`config.mk`:
```
export PLATFORM = sky130hd
export DESIGN_NAME = hcm_road_readout
export DESIGN_NICKNAME = d
export VERILOG_FILES = /design/src/rtl/hcm_road_readout_pkg.sv /design/src/rtl/hcm_road_readout_hit_serializer.sv /design/src/rtl/hcm_road_readout.sv
export SDC_FILE = /design/constraint.sdc
export NUM_CORES = 1
export LEC_CHECK = 0
export ABC_AREA = 1
export ABC_CLOCK_PERIOD_IN_PS = 1900
export CORE_MARGIN = 2
export CORE_UTILIZATION = 40
export CTS_BUF_LIST = sky130_fd_sc_hd__clkbuf_4 sky130_fd_sc_hd__clkbuf_8
export CTS_CLUSTER_SIZE = 10
export DETAILED_ROUTE_END_ITERATION = 16
export PLACE_DENSITY = 0.68
export SYNTH_ARGS = -nofsm -noshare
export SYNTH_HDL_FRONTEND = slang
export SYNTH_SLANG_ARGS = --single-unit
```
`constraint.sdc`:
```
create_clock -name clk -period 1.9 [get_ports clk]
set_input_delay 0.285 -clock clk [delete_from_list [all_inputs] [get_ports clk]]
set_output_delay 0.285 -clock clk [all_outputs]
set_load 0.02 [all_outputs]
```
`src/rtl/hcm_road_readout_pkg.sv`:
```
// Shared definitions for the HCM road readout: parameter defaults, the HCM word
// field offsets, derived-width helpers and the FSM state encoding.
package hcm_road_readout_pkg;

  localparam int ROWINDEXBITS_HCM_DEF = 14;
  localparam int MAXHITNBITS_DEF      = 3;
  localparam int ROWINDEXBITS_HIM_DEF = 8;
  localparam int HITINFOBITS_DEF      = 16;
  localparam int HIM_READDELAY_DEF    = 2;

  // The HCM word is {himAddr, nHits}, with the hit count in the low bits.
  localparam int HCM_NHITS_LSB = 0;

  function automatic int maxHits(input int nBits);
    return (1 << nBits) - 1;
  endfunction

  function automatic int hcmAddrLsb(input int nBits);
    return HCM_NHITS_LSB + nBits;
  endfunction

  typedef enum logic [1:0] {
    IDLE      = 2'd0,
    HCM_WAIT  = 2'd1,
    HIM_WAIT  = 2'd2,
    SERIALIZE = 2'd3
  } state_t;

endpackage

```
`src/rtl/hcm_road_readout_hit_serializer.sv`:
```
// Holds one HIM row and presents its hit records one at a time, lowest record
// first, advancing only on a valid/ready handshake.
module hit_serializer import hcm_road_readout_pkg::*; #(
  parameter int MAXHITNBITS = MAXHITNBITS_DEF,
  parameter int HITINFOBITS = HITINFOBITS_DEF,
  parameter int NCOLS_HIM   = HITINFOBITS_DEF * maxHits(MAXHITNBITS_DEF)
) (
  input  logic                   clk,
  input  logic                   resetN,
  input  logic                   load,
  input  logic [NCOLS_HIM-1:0]   loadData,
  input  logic [MAXHITNBITS-1:0] loadCount,
  input  logic                   hitReady,
  output logic                   hitValid,
  output logic [HITINFOBITS-1:0] hitInfo,
  output logic                   hitLast
);

  logic [NCOLS_HIM-1:0]   shiftReg;
  logic [MAXHITNBITS-1:0] idx;
  logic [MAXHITNBITS-1:0] count;

  // loadCount is never zero here, so count-1 cannot underflow and idx never wraps.
  assign hitInfo = shiftReg[HITINFOBITS-1:0];
  assign hitLast = hitValid && (idx == count - 1'b1);

  always_ff @(posedge clk or negedge resetN) begin
    if (!resetN) begin
      shiftReg <= '0;
      idx      <= '0;
      count    <= '0;
      hitValid <= 1'b0;
    end else if (load) begin
      shiftReg <= loadData;
      idx      <= '0;
      count    <= loadCount;
      hitValid <= 1'b1;
    end else if (hitValid && hitReady) begin
      if (hitLast) begin
        shiftReg <= '0;
        idx      <= '0;
        hitValid <= 1'b0;
      end else begin
        shiftReg <= shiftReg >> HITINFOBITS;
        idx      <= idx + 1'b1;
      end
    end
  end

endmodule

```
`src/rtl/hcm_road_readout.sv`:
```
// Road readout: looks up a road in the HCM, fetches its hits from the HIM and
// streams them out. Define HCM_READOUT_ROWCHECK_EN to verify the HCM echo row.
// Handshakes: a transfer happens on any rising edge where valid and ready are both 1;
// a producer holds valid and its payload stable until that edge.
module hcm_road_readout import hcm_road_readout_pkg::*; #(
  parameter int ROWINDEXBITS_HCM = ROWINDEXBITS_HCM_DEF,
  parameter int MAXHITNBITS      = MAXHITNBITS_DEF,
  parameter int ROWINDEXBITS_HIM = ROWINDEXBITS_HIM_DEF,
  parameter int HITINFOBITS      = HITINFOBITS_DEF,
  parameter int HIM_READDELAY    = HIM_READDELAY_DEF,
  localparam int MAXHITS   = maxHits(MAXHITNBITS),
  localparam int NCOLS_HCM = MAXHITNBITS + ROWINDEXBITS_HIM,
  localparam int NCOLS_HIM = HITINFOBITS * MAXHITS
) (
  input  logic                        clk,
  input  logic                        resetN,
  input  logic                        reqValid,
  input  logic [ROWINDEXBITS_HCM-1:0] reqRow,
  output logic                        reqReady,
  output logic                        hcmReadRow,
  output logic [ROWINDEXBITS_HCM-1:0] hcmRowToRead,
  input  logic                        hcmNewOutput,
  input  logic [ROWINDEXBITS_HCM-1:0] hcmRowPassed,
  input  logic [NCOLS_HCM-1:0]        hcmRowData,
  output logic                        himRead,
  output logic [ROWINDEXBITS_HIM-1:0] himAddr,
  input  logic [NCOLS_HIM-1:0]        himData,
  output logic                        hitValid,
  input  logic                        hitReady,
  output logic [HITINFOBITS-1:0]      hitInfo,
  output logic                        hitLast,
  output logic [ROWINDEXBITS_HCM-1:0] hitRow,
  output logic                        emptyRoad,
  output logic                        rowError,
  output logic [1:0]                  stateDbg
);

  localparam int ADDR_LSB = hcmAddrLsb(MAXHITNBITS);
  localparam int DW       = $clog2(HIM_READDELAY + 2);

  state_t                      state;
  logic [ROWINDEXBITS_HCM-1:0] latchedRow;
  logic [MAXHITNBITS-1:0]      nHitsReg;
  logic [DW-1:0]               waitCnt;
  logic [MAXHITNBITS-1:0]      hcmNHits;
  logic                        rowOk;
  logic                        himLoad;
  logic                        roadDone;

  assign hcmNHits = hcmRowData[HCM_NHITS_LSB +: MAXHITNBITS];
  assign reqReady = (state == IDLE);
  assign stateDbg = state;
  assign hitRow   = latchedRow;
  assign himLoad  = (state == HIM_WAIT) && (waitCnt == DW'(HIM_READDELAY));
  assign roadDone = hitValid && hitReady && hitLast;

`ifdef HCM_READOUT_ROWCHECK_EN
  assign rowOk = (hcmRowPassed == latchedRow);

  // A mismatched echo is dropped; the FSM keeps waiting for the right row.
  always_ff @(posedge clk or negedge resetN) begin
    if (!resetN)
      rowError <= 1'b0;
    else if (state == HCM_WAIT && hcmNewOutput && !rowOk)
      rowError <= 1'b1;
  end
`else
  logic unusedRowPassed;
  assign unusedRowPassed = ^hcmRowPassed;
  assign rowOk           = 1'b1;
  assign rowError        = 1'b0;
`endif

  always_ff @(posedge clk or negedge resetN) begin
    if (!resetN) begin
      state        <= IDLE;
      latchedRow   <= '0;
      nHitsReg     <= '0;
      waitCnt      <= '0;
      hcmReadRow   <= 1'b0;
      hcmRowToRead <= '0;
      himRead      <= 1'b0;
      himAddr      <= '0;
      emptyRoad    <= 1'b0;
    end else begin
      hcmReadRow <= 1'b0;
      himRead    <= 1'b0;
      emptyRoad  <= 1'b0;
      case (state)
        IDLE: begin
          if (reqValid) begin
            latchedRow   <= reqRow;
            hcmRowToRead <= reqRow;
            hcmReadRow   <= 1'b1;
            state        <= HCM_WAIT;
          end
        end
        HCM_WAIT: begin
          if (hcmNewOutput && rowOk) begin
            nHitsReg <= hcmNHits;
            if (hcmNHits == '0) begin
              emptyRoad <= 1'b1;
              state     <= IDLE;
            end else begin
              himRead <= 1'b1;
              himAddr <= hcmRowData[ADDR_LSB +: ROWINDEXBITS_HIM];
              waitCnt <= '0;
              state   <= HIM_WAIT;
            end
          end
        end
        HIM_WAIT: begin
          if (himLoad)
            state <= SERIALIZE;
          else
            waitCnt <= waitCnt + 1'b1;
        end
        SERIALIZE: begin
          if (roadDone)
            state <= IDLE;
        end
        default: state <= IDLE;
      endcase
    end
  end

  hit_serializer #(
    .MAXHITNBITS (MAXHITNBITS),
    .HITINFOBITS (HITINFOBITS),
    .NCOLS_HIM   (NCOLS_HIM)
  ) u_hit_serializer (
    .clk       (clk),
    .resetN    (resetN),
    .load      (himLoad),
    .loadData  (himData),
    .loadCount (nHitsReg),
    .hitReady  (hitReady),
    .hitValid  (hitValid),
    .hitInfo   (hitInfo),
    .hitLast   (hitLast)
  );

endmodule
```
==> metrics.log, run 1 <==
INFO  metric outcome = finished with violations
INFO  metric failed_checks = setup timing
INFO  metric avgViaCountPerCell = 5.17
INFO  metric grt_antenna_before_repair = 1
INFO  metric power_switching_share = between 40% and 50%
INFO  metric chipHeight = 137 µm
INFO  metric synth-edff-count = 0
INFO  metric design.core.area = ~17000 µm²
INFO  metric register_area_share_after_synthesis = between 50% and 60%
INFO  metric cts_tree = done
INFO  metric ff_latch_area = 3780 µm²
INFO  metric global_route.usage.total = 21.1%
INFO  metric holdWs = approximately 0.32 ns
INFO  metric pwr_density_cell = 1430 nW/µm²
INFO  metric route.antenna.remaining_nets = 0
INFO  metric drt-total-wl = approximately 19000 µm
INFO  metric layout-drive-gt1-share = 10.1%
INFO  metric tritoncts_num_sinks = ~150
INFO  metric yosys_register_bits = 151
INFO  metric grt_first_pass_wirelength = 30700 µm
INFO  metric rsz0062_at_grt = true
INFO  metric post-route-min-period = roughly 2.0 ns
INFO  metric min_period_over_period = 105%
INFO  metric timing.final.hold_violations = 0
INFO  metric setup-violations-final = 1
INFO  metric maxClockFrequency = 0.503 GHz
INFO  metric synth.net_count = 964
INFO  metric ctsRootBufferMaster = sky130_fd_sc_hd__clkbuf_8
INFO  metric critPathCaptureType = output pin
INFO  metric synthesis.area_per_instance = 8.79 µm²
INFO  metric grt.overflow.total = 0
INFO  metric multi_input_comb_area = 2710 µm²
INFO  metric synthToLayoutAreaGrowth = 35.6%
INFO  metric starting_density_of_the_core = about two fifths
INFO  metric peakVddDrop = ~1.1 mV
INFO  metric grt_start_max_net_pins = around 110
INFO  metric relSlewSlack = 61.0%
INFO  metric drc = 0
INFO  metric placed_cells_incl_taps = ~1200
INFO  metric ys.warnings.count = 0
INFO  metric required = 1.62 ns
INFO  metric drv.max_cap_violation_count = 0
INFO  metric vias = just over 6000
INFO  metric share_of_power_burned_in_combinational_logic = 42.7%
INFO  metric clock_edge_transition_at_the_registers_on_the_reported_setup_and_hold_paths = 0.08 ns
INFO  metric final_core_util = 55.5%
INFO  metric layout.cells.most_common = sky130_fd_sc_hd__nand3_1
INFO  metric worstHoldPathType = primary input to asynchronous set/reset pin
INFO  metric drt-initial-drc-count = 431
INFO  metric dp_hpwl = 13000 µm
INFO  metric layoutNonFillerInstCount = 1199
INFO  metric die_width = around 140 µm
INFO  metric buffer_ports.inserted = approximately 200
INFO  metric critical_path.max_fanout = 2
INFO  metric cts-buffers-inserted = 17
INFO  metric cts.htree.levels = 4
INFO  metric crit_arrival = roughly 1.7 ns
INFO  metric post_route_cell_area = between 9000 and 10000 µm²
INFO  metric final_critical_path_setup_slack = -0.0863 ns
INFO  metric internal-power = approximately 8 mW
INFO  metric mostFrequentLayoutCells = sky130_fd_sc_hd__nand3_1, sky130_fd_sc_hd__clkdlybuf4s50_1, sky130_fd_sc_hd__nand2_1, sky130_fd_sc_hd__dfrtp_1, sky130_fd_sc_hd__nand3_2
INFO  metric synth_area = 7080 µm²
INFO  metric worst_pin_slew = 0.585 ns
INFO  metric placed_cell_area = 9140 µm²
INFO  metric clock_skew = 0.0103 ns
INFO  metric ctsLongestPathBuffers = 2
INFO  metric gp_routability_congestion = 0.795
INFO  metric rows = 48
INFO  metric fill_cells = 1581
INFO  metric report.final.slew_viol_count = 0
INFO  metric layout.nets = 1120
INFO  metric synth_cell_types = 25
INFO  metric synth_top_flop_cell = sky130_fd_sc_hd__dfrtp_1
INFO  metric asyncSetResetFlopFracSynth = between 90% and 100%
INFO  metric routedWlPerCell = 16.2 µm
INFO  metric boundaryPins = 217
INFO  metric design.die.area = around 19000 µm²
INFO  metric overall_power = roughly 14 mW
INFO  metric power.switching = 5.51 mW
INFO  metric timing.critical_path.from_type = flop
INFO  metric criticalPathCategory = flop to output pin
INFO  metric cellLeakagePower = ~4.5 nW
INFO  metric via_count_of_the_first_global_routing_pass = 5930
INFO  metric syn_inst = 805
INFO  metric power.clock.fraction = 18.5%
INFO  metric drt_pre_antenna_iters = 5
INFO  metric num_antenna_cells = 0
INFO  metric seq_power_share = roughly two fifths
INFO  metric place_worst_setup_slack = -0.203 ns
INFO  metric clkLatencyLatePin = about 0.46 ns
INFO  metric setup-tns-final = -0.0863 ns
[area by class of cell]
class	count	area share (%)
Sequential cell	151	39.4
Multi-Input combinational cell	539	28.2
Timing Repair Buffer	228	24.3
Tap cell	225	2.93
Clock buffer	18	2.52
Clock inverter	14	1.66
Inverter	24	1.04
[layer usage]
| metal | part of all wire (%) | wire length (µm) | vias to the layer above | GRT usage (%) |
|---|---|---|---|---|
| met4 | 2.8 | 537 | 0 | 8.48 |
| met1 | 44 | 8570 | 2908 | 28.5 |
| li1 | - | - | 3017 | - |
| met5 | 0 | 0 | - | 0 |
| met3 | 9.1 | 1770 | 33 | 7.00 |
| met2 | 44 | 8490 | 242 | 31.3 |
[logic make-up (layout without fill, tap and decap cells)]
family,count (synthesis),in the layout,synth area share [%]
flops,151,151,53.4
fa+ha+maj,3,3,0.530
compound gates,29,29,3.22
simple gates,506,506,34.0
buf+inv,115,284,8.84
other cells,1,1,0.0530
[Yosys cell counts (4+ instances only)]
cell type / instances / share of area (%)
sky130_fd_sc_hd__buf_2: 24 / 1.7
sky130_fd_sc_hd__a21oi_1: 4 / 0.28
sky130_fd_sc_hd__buf_4: 32 / 3.4
sky130_fd_sc_hd__nand3_2: 20 / 2.8
sky130_fd_sc_hd__inv_2: 4 / 0.21
sky130_fd_sc_hd__dfrtp_1: 151 / 53
sky130_fd_sc_hd__nand2_1: 192 / 10
sky130_fd_sc_hd__o21ai_0: 8 / 0.57
sky130_fd_sc_hd__a32o_1: 16 / 2.3
sky130_fd_sc_hd__nand3_1: 277 / 20
sky130_fd_sc_hd__nor2_1: 10 / 0.53
sky130_fd_sc_hd__inv_1: 19 / 1.0
sky130_fd_sc_hd__clkbuf_1: 29 / 1.5
[path summary, 6_finish.rpt]
kind | startpoint | end | slack (ns) | cells after the start
min reg2reg | himAddr[2]$_DFFE_PN0P_ | himAddr[2]$_DFFE_PN0P_ | 0.47 | 2
max | u_hit_serializer.count[0]$_DFFE_PN0P_ | hitLast | -0.09 | 9
max in group asynchronous | resetN | u_hit_serializer.shiftReg[45]$_DFFE_PN0P_ | 0.97 | 3
max reg2reg | u_hit_serializer.count[0]$_DFFE_PN0P_ | u_hit_serializer.shiftReg[50]$_DFFE_PN0P_ | 0.13 | 11
min | resetN | u_hit_serializer.shiftReg[8]$_DFFE_PN0P_ | 0.32 | 2
min in group clk | reqRow[8] | hitRow[8]$_DFFE_PN0P_ | 0.35 | 3
[worst max-delay path, stage by stage, from the launching register on]
cell and delay [ns]:
sky130_fd_sc_hd__dfrtp_1 0.37, sky130_fd_sc_hd__inv_2 0.06, sky130_fd_sc_hd__ha_4 0.26, sky130_fd_sc_hd__inv_2 0.02, sky130_fd_sc_hd__nand2_1 0.04, sky130_fd_sc_hd__nand3_1 0.07
sky130_fd_sc_hd__nor2_2 0.15, sky130_fd_sc_hd__nand2_4 0.09, sky130_fd_sc_hd__inv_4 0.06, sky130_fd_sc_hd__buf_6 0.11
[flip-flops by register name, indices dropped and copies added, names as in the netlist, named ones only]
signal,cells
u_hit_serializer.idx,3
emptyRoad,1
u_hit_serializer.shiftReg,112
stateDbg,1
u_hit_serializer.hitValid,1
hitRow,14
himRead,1
u_hit_serializer.count,3
nHitsReg,3
waitCnt,2
himAddr,8
hcmReadRow,1
[power by group through the flow]
stage / registers [mW] / clock network [mW] / logic (mW)
floorplan: 5.39 / 0 / 3.57
global placement: 5.33 / 0 / 5.72
detailed placement: 5.34 / 0 / 5.79
CTS: 5.31 / 2.59 / 5.87
global route: 5.45 / 2.73 / 6.44
finish: 5.31 / 2.54 / 5.85
[timing repair]
item / CTS / global route
hold endpoints to repair: 41 / 0
pin swaps: 3 / 3
setup buffers: 1 / 2
endpoints found under the setup margin: 69 / 61
resized for setup: 18 / 4
hold buffers: 1 / 0
(Power assumes the default switching activity.)
==> run 2, diff against run 1 <==
- CELL_PAD_IN_SITES_DETAIL_PLACEMENT: unset -> 0
- CELL_PAD_IN_SITES_GLOBAL_PLACEMENT: unset -> 1
- CORE_UTILIZATION: 40 -> 36
- PLACE_DENSITY: 0.68 -> 0.81
==> run 2 against run 1 <==
Total power grew 2.9%. Sequential share of layout area shrank 0.61 points. Sequential cell count is the same. The run still ends with setup timing left. First-iteration DRC count shrank 14%. Utilization shrank 5.2 points. Via count shrank 1.4%. Clock skew grew 0.00083 ns. Sequential power shrank 0.8%. Largest cell class unchanged. Count of clock-buffer cells in the layout grew 1. Hold slack gained 0.016 ns. Wire length grew 2.4%.
==> metrics.log, run 2 (synthesized netlist as in run 1, its figures left out) <==
INFO  metric pwr_density_cell = 1450 nW/µm²
INFO  metric place_worst_setup_slack = -0.200 ns
INFO  metric dp_hpwl = 13400 µm
INFO  metric grt_first_pass_wirelength = roughly 31000 µm
INFO  metric outcome = finished with violations
INFO  metric layout.cells.most_common = sky130_fd_sc_hd__nand3_1
INFO  metric required = 1.62 ns
INFO  metric layoutNonFillerInstCount = 1242
INFO  metric final_critical_path_setup_slack = -0.0156 ns
INFO  metric overall_power = 14.1 mW
INFO  metric synthToLayoutAreaGrowth = 37.8%
INFO  metric grt_antenna_before_repair = 0
INFO  metric cts-buffers-inserted = 17
INFO  metric num_antenna_cells = 0
INFO  metric multi_input_comb_area = 2720 µm²
INFO  metric largest_register_ffs = 112
INFO  metric crit_arrival = 1.63 ns
INFO  metric placed_cells_incl_taps = 1207
INFO  metric post-route-min-period = 1.92 ns
INFO  metric regMostFlops = u_hit_serializer.shiftReg
INFO  metric peakVddDrop = 0.920 mV
INFO  metric setup-tns-final = -0.0156 ns
INFO  metric gp_routability_congestion = 0.739
INFO  metric chipHeight = 144 µm
INFO  metric ff_latch_area = between 3000 and 4000 µm²
INFO  metric design.die.area = 20800 µm²
INFO  metric worst_setup_path_startpoint = u_hit_serializer.count[0]$_DFFE_PN0P_
INFO  metric drt-initial-drc-count = 371
INFO  metric grt.overflow.total = 0
INFO  metric design.core.area = 19400 µm²
INFO  metric clock_skew = 0.0111 ns
INFO  metric starting_density_of_the_core = a little over a third
INFO  metric drc = 0
INFO  metric mostFrequentLayoutCells = sky130_fd_sc_hd__nand3_1, sky130_fd_sc_hd__clkdlybuf4s50_1, sky130_fd_sc_hd__nand2_1, sky130_fd_sc_hd__dfrtp_1
INFO  metric timing.rr.start = u_hit_serializer.count[0]$_DFFE_PN0P_
INFO  metric drt_pre_antenna_iters = 4
INFO  metric critical_path.max_fanout = 2
INFO  metric routedWlPerCell = 16.0 µm
INFO  metric via_count_of_the_first_global_routing_pass = ~6000
INFO  metric ctsLongestPathBuffers = 2
INFO  metric maxClockFrequency = between 0.5 and 0.6 GHz
INFO  metric setup-violations-final = 1
INFO  metric cellLeakagePower = 4.51 nW
INFO  metric drt-total-wl = 19800 µm
INFO  metric fill_cells = roughly 1900
INFO  metric min_period_over_period = 101%
INFO  metric buffer_ports.inserted = 201
INFO  metric timing.final.hold_violations = 0
INFO  metric worstHoldPathType = primary input to asynchronous set/reset pin
INFO  metric drv.max_cap_violation_count = 0
INFO  metric grt_start_max_net_pins = 114
INFO  metric report.final.slew_viol_count = 0
INFO  metric holdWs = 0.340 ns
INFO  metric critPathCaptureType = output pin
INFO  metric vias = 6111
INFO  metric rsz0062_at_grt = true
INFO  metric tritoncts_num_sinks = 151
INFO  metric layout.nets = 1123
INFO  metric cts.htree.levels = 4
INFO  metric criticalPathCategory = flop to output pin
INFO  metric avgViaCountPerCell = roughly 5
INFO  metric clock_edge_transition_at_the_registers_on_the_reported_setup_and_hold_paths = approximately 0.080 ns
INFO  metric route.antenna.remaining_nets = 0
INFO  metric rows = 51
INFO  metric boundaryPins = 217
INFO  metric failed_checks = setup timing
INFO  metric timing.critical_path.from_type = flop
INFO  metric layout-drive-gt1-share = 10.5%
INFO  metric clkLatencyLatePin = 0.44 ns
INFO  metric global_route.usage.total = 19.5%
INFO  metric ctsRootBufferMaster = sky130_fd_sc_hd__clkbuf_8
INFO  metric cts_tree = done
INFO  metric die_width = 144 µm
## run 2: cell count changes in the layout (fill, tap and decap cells not counted), moves of 3 or more
cell                         previous run  this run
sky130_fd_sc_hd__clkinvlp_4             4         1
sky130_fd_sc_hd__clkinv_2               6         1
sky130_fd_sc_hd__inv_6                  0         4
sky130_fd_sc_hd__buf_4                 16        21
## run 2: area by class of cell
class | instances | share of cell area (%)
sequential | 151 | 38.8
multi-input combinational | 539 | 27.9
timing repair buffer | 231 | 24.0
tap | 265 | 3.40
clock buffer | 19 | 2.68
clock inverter | 13 | 2.21
inverter | 24 | 1.03
## run 2: repair_timing
action                     CTS  global route
hold buffers                 1             0
setup endpoints to repair   71            82
hold endpoints to repair    40             0
resized for setup            8            11
setup buffers                1             1
pin swaps                    1             3
## run 2: power by group
group	switching (mW)	total, mW	internal [mW]	leakage [nW]
combinational	3.43	5.90	2.47	2.23
clock	1.28	2.93	1.65	0.237
sequential	0.828	5.27	4.44	2.04
## run 2: final timing paths
path | end | slack, ns | cells past startpoint
min in group clk | himAddr[0]$_DFFE_PN0P_ | 0.37 | 3
min | u_hit_serializer.shiftReg[6]$_DFFE_PN0P_ | 0.34 | 2
min reg2reg | himAddr[1]$_DFFE_PN0P_ | 0.48 | 2
max | hitLast | -0.02 | 9
max reg2reg | u_hit_serializer.shiftReg[51]$_DFFE_PN0P_ | 0.06 | 11
max in group asynchronous | u_hit_serializer.shiftReg[59]$_DFFE_PN0P_ | 0.89 | 3
## run 2: routing by layer
| metal | global-route usage, % | vias up | wire (µm) |
|---|---|---|---|
| li1 | - | 3018 | - |
| met5 | 0 | - | 0 |
| met1 | 26.1 | 2895 | 8950 |
| met2 | 30.6 | 185 | 9090 |
| met3 | 5.76 | 13 | 1520 |
| met4 | 5.93 | 0 | 270 |
## run 2: worst max-delay path, cell delays in order (launching register included)
cell                      delay (ns)
sky130_fd_sc_hd__dfrtp_1        0.36
sky130_fd_sc_hd__inv_2          0.05
sky130_fd_sc_hd__ha_4           0.26
sky130_fd_sc_hd__inv_2          0.03
sky130_fd_sc_hd__nand2_2        0.04
sky130_fd_sc_hd__nand3_2        0.08
sky130_fd_sc_hd__nor2_4         0.12
sky130_fd_sc_hd__nand2_4        0.07
sky130_fd_sc_hd__inv_2          0.06
sky130_fd_sc_hd__buf_6          0.11
## run 2: through the flow
stage	cell area [µm²]	util, %
after floorplan	7080	-
after global placement	9220	47.5
after detailed placement	9220	47.5
after CTS	9710	50.0
after global routing	9750	50.3
final	9750	50.3
==> run 3, diff against run 2 <==
- PLACE_DENSITY: 0.81 -> 0.8
- SYNTH_HIERARCHICAL: unset -> 1
==> run 3 against run 2 <==
The flow still finishes with violations (setup timing). Count of clock-buffer cells in the layout shrank 1. Via count shrank 1.2%. Fmax decreased by 0.18%. Total power rose by 1.9%. Wire length is 4.1% higher. First-iteration DRC count increased by 8.9%. Hold slack lost 0.049 ns. Combinational power up 10%. Die area is 4.3% higher.
==> metrics.log, run 3 <==
INFO  metric outcome = finished with violations
INFO  metric failed_checks = setup timing
INFO  metric layout.nets = 1118
INFO  metric ctsRootBufferMaster = sky130_fd_sc_hd__clkbuf_8
INFO  metric grt.met3_usage = ~6.4%
INFO  metric required = roughly 1.6 ns
INFO  metric gr-max-usage-layer = met2
INFO  metric place_worst_setup_slack = -0.0652 ns
INFO  metric routedWlPerCell = approximately 17 µm
INFO  metric placed_cell_area = 9450 µm²
INFO  metric clock_edge_transition_at_the_registers_on_the_reported_setup_and_hold_paths = about 0.090 ns
INFO  metric fill_cells = just under 2000
INFO  metric drt-initial-drc-count = a little over 400
INFO  metric ys.warnings.count = 6
INFO  metric drc = 0
INFO  metric ys_top_cells_by_count = sky130_fd_sc_hd__nand2_1, sky130_fd_sc_hd__dfrtp_1, sky130_fd_sc_hd__a22o_1, sky130_fd_sc_hd__inv_1, sky130_fd_sc_hd__nand4_1
INFO  metric share_of_power_burned_in_combinational_logic = 45.2%
INFO  metric synth.top_cells.by_area = sky130_fd_sc_hd__dfrtp_1, sky130_fd_sc_hd__a22o_1, sky130_fd_sc_hd__nand2_1
INFO  metric report.final.slew_viol_count = 0
INFO  metric grt_start_max_net_pins = 119
INFO  metric global_route.usage.total = 19.4%
INFO  metric min_period_over_period = 101%
INFO  metric internal-power = 8.71 mW
INFO  metric tritoncts_num_sinks = 151
INFO  metric post-synth-top-count-cell = sky130_fd_sc_hd__nand2_1
INFO  metric chipHeight = 147 µm
INFO  metric syn_inst = 807
INFO  metric holdWs = just under 0.3 ns
INFO  metric boundaryPins = roughly 220
INFO  metric mostFrequentLayoutCells = sky130_fd_sc_hd__nand2_1, sky130_fd_sc_hd__clkdlybuf4s50_1, sky130_fd_sc_hd__dfrtp_1, sky130_fd_sc_hd__a22o_1, sky130_fd_sc_hd__inv_1
INFO  metric synth.net_count = roughly 970
INFO  metric ctsLongestPathBuffers = 2
INFO  metric setup-violations-final = 1
INFO  metric placed_cells_incl_taps = 1209
INFO  metric design.die.area = 21700 µm²
INFO  metric register_area_share_after_synthesis = 51.2%
INFO  metric synthesis.area_per_instance = 9.15 µm²
INFO  metric layoutNonFillerInstCount = approximately 1200
INFO  metric via_count_of_the_first_global_routing_pass = 6184
INFO  metric cts_tree = done
INFO  metric rsz0062_at_grt = true
INFO  metric cellLeakagePower = 4.88 nW
INFO  metric drt_pre_antenna_iters = 4
INFO  metric design.core.area = ~20000 µm²
INFO  metric relSlewSlack = 65.5%
INFO  metric timing.final.hold_violations = 0
INFO  metric vias = 6037
INFO  metric setup-tns-final = -0.0190 ns
INFO  metric largest_register_ffs = roughly 110
INFO  metric power.switching = 5.67 mW
INFO  metric clkLatencyLatePin = 0.46 ns
INFO  metric critical_path.max_fanout = 2
INFO  metric crit_arrival = 1.63 ns
INFO  metric peakVddDrop = 0.949 mV
INFO  metric seq_power_share = 36.7%
INFO  metric grt_antenna_before_repair = 4
INFO  metric gp_routability_congestion = 0.738
INFO  metric criticalPathCategory = flop to output pin
INFO  metric final_core_util = 49.2%
INFO  metric pwr_density_cell = 1450 nW/µm²
INFO  metric post-route-min-period = 1.92 ns
INFO  metric yosys_register_bits = about 150
INFO  metric power.clock.fraction = 18.2%
INFO  metric die_width = 147 µm
INFO  metric synthDominantAreaCellType = sky130_fd_sc_hd__dfrtp_1
INFO  metric layout.cells.most_common = sky130_fd_sc_hd__nand2_1
INFO  metric synth_top_cell_area_share = 51.2%
INFO  metric regMostFlops = u_hit_serializer/shiftReg
INFO  metric starting_density_of_the_core = 36.6%
INFO  metric grt_use_met2 = between 30% and 40%
INFO  metric timing.critical_path.from_type = flop
INFO  metric maxClockFrequency = 0.521 GHz
INFO  metric power_switching_share = 39.4%
INFO  metric final_critical_path_setup_slack = -0.0190 ns
INFO  metric grt.overflow.total = 0
INFO  metric met1_layer_usage_reported_by_global_route = ~26%
INFO  metric route.antenna.remaining_nets = 0
INFO  metric overall_power = between 10 and 15 mW
INFO  metric cts-buffers-inserted = 17
INFO  metric worst_pin_slew = about 0.52 ns
INFO  metric cts_setup_buffers = 0
INFO  metric synth-edff-count = 0
INFO  metric avgViaCountPerCell = 4.85
INFO  metric cts.htree.levels = 4
INFO  metric drv.max_cap_violation_count = 0
INFO  metric buffer_ports.inserted = 201
INFO  metric post_route_cell_area = 9920 µm²
INFO  metric rows = 52
INFO  metric synth_area = 7390 µm²
INFO  metric grt_first_pass_wirelength = 33100 µm
INFO  metric synth_top_flop_cell = sky130_fd_sc_hd__dfrtp_1
INFO  metric drt-total-wl = ~21000 µm
INFO  metric dp_hpwl = 13400 µm
INFO  metric asyncSetResetFlopFracSynth = 100%
INFO  metric worstHoldPathType = primary input to asynchronous set/reset pin
INFO  metric synthToLayoutAreaGrowth = 34.3%
INFO  metric clock_skew = 0.0170 ns
INFO  metric critPathCaptureType = output pin
INFO  metric layout-drive-gt1-share = 7.92%
INFO  metric synth_cell_types = 25
[run 3: critical path, cell delays in order, from the launching register on]
cell,delay (ns)
sky130_fd_sc_hd__dfrtp_1,0.36
sky130_fd_sc_hd__inv_2,0.06
sky130_fd_sc_hd__ha_4,0.26
sky130_fd_sc_hd__inv_2,0.03
sky130_fd_sc_hd__nand2_1,0.05
sky130_fd_sc_hd__nand2_1,0.05
sky130_fd_sc_hd__nor2_2,0.12
sky130_fd_sc_hd__nand2_4,0.07
sky130_fd_sc_hd__inv_4,0.06
sky130_fd_sc_hd__buf_6,0.11
[run 3: final timing paths]
kind                                                             from                                        end  slack, ns  cells past startpoint
worst max-delay path            u_hit_serializer/count[0]$_DFFE_PN0P_                                    hitLast      -0.02                      9
worst min-delay path                                           resetN  u_hit_serializer/shiftReg[18]$_DFFE_PN0P_       0.29                      2
worst max register to register  u_hit_serializer/count[0]$_DFFE_PN0P_  u_hit_serializer/shiftReg[19]$_DFFE_PN0P_       0.09                     11
worst min register to register                 himAddr[1]$_DFFE_PN0P_                     himAddr[1]$_DFFE_PN0P_       0.49                      2
max in group asynchronous                                      resetN  u_hit_serializer/shiftReg[95]$_DFFE_PN0P_       0.97                      3
min in group clk                                        hcmRowData[6]                     himAddr[3]$_DFFE_PN0P_       0.35                      3
[run 3: area by class of cell]
cell class	count	area, µm²	share of cell area, %
Sequential cell	151	3780	38.1
Multi-Input combinational cell	447	2620	26.4
Timing Repair Buffer	223	2310	23.3
Inverter	119	457	4.60
Tap cell	270	338	3.40
Clock buffer	18	241	2.43
Clock inverter	14	174	1.75
Antenna cell	3	7.51	0.0756
[run 3: metal layers]
layer  up-vias  share of wire [%]  wire, µm
li1       2992                  -         -
met1      2860                 46      9470
met2       172                 46      9580
met3        11                6.9      1420
met4         2               0.76       156
met5         -              0.078        16
[run 3: power by group through the flow]
| stage | combinational [mW] | clock (mW) | sequential, mW |
|---|---|---|---|
| 4_1_cts | 6.52 | 2.69 | 5.28 |
| 5_1_grt | 7.17 | 2.83 | 5.42 |
| 3_5_place_dp | 6.44 | 0 | 5.30 |
| 3_3_place_gp | 6.39 | 0 | 5.30 |
| 6_report | 6.50 | 2.61 | 5.27 |
| 2_1_floorplan | 4.21 | 0 | 5.40 |
[run 3: cell families (layout without fill, tap and decap cells)]
logic type	count (synthesis)	after routing	share of synthesized area [%]
xor+xnor	1	1	0.119
buf+inv	209	374	14.0
compound gates	120	120	13.8
simple gates	322	322	20.3
flops	151	151	51.2
other cells	1	4	0.0508
fa+ha+maj	3	3	0.508
[run 3: timing repair]
item | in CTS | in global routing
pin swaps | 2 | 0
gates cloned | 0 | 0
hold buffers | 1 | 0
endpoints found under the setup margin | 3 | 97
endpoints found under the hold margin | 30 | 0
gates resized for setup | 11 | 9
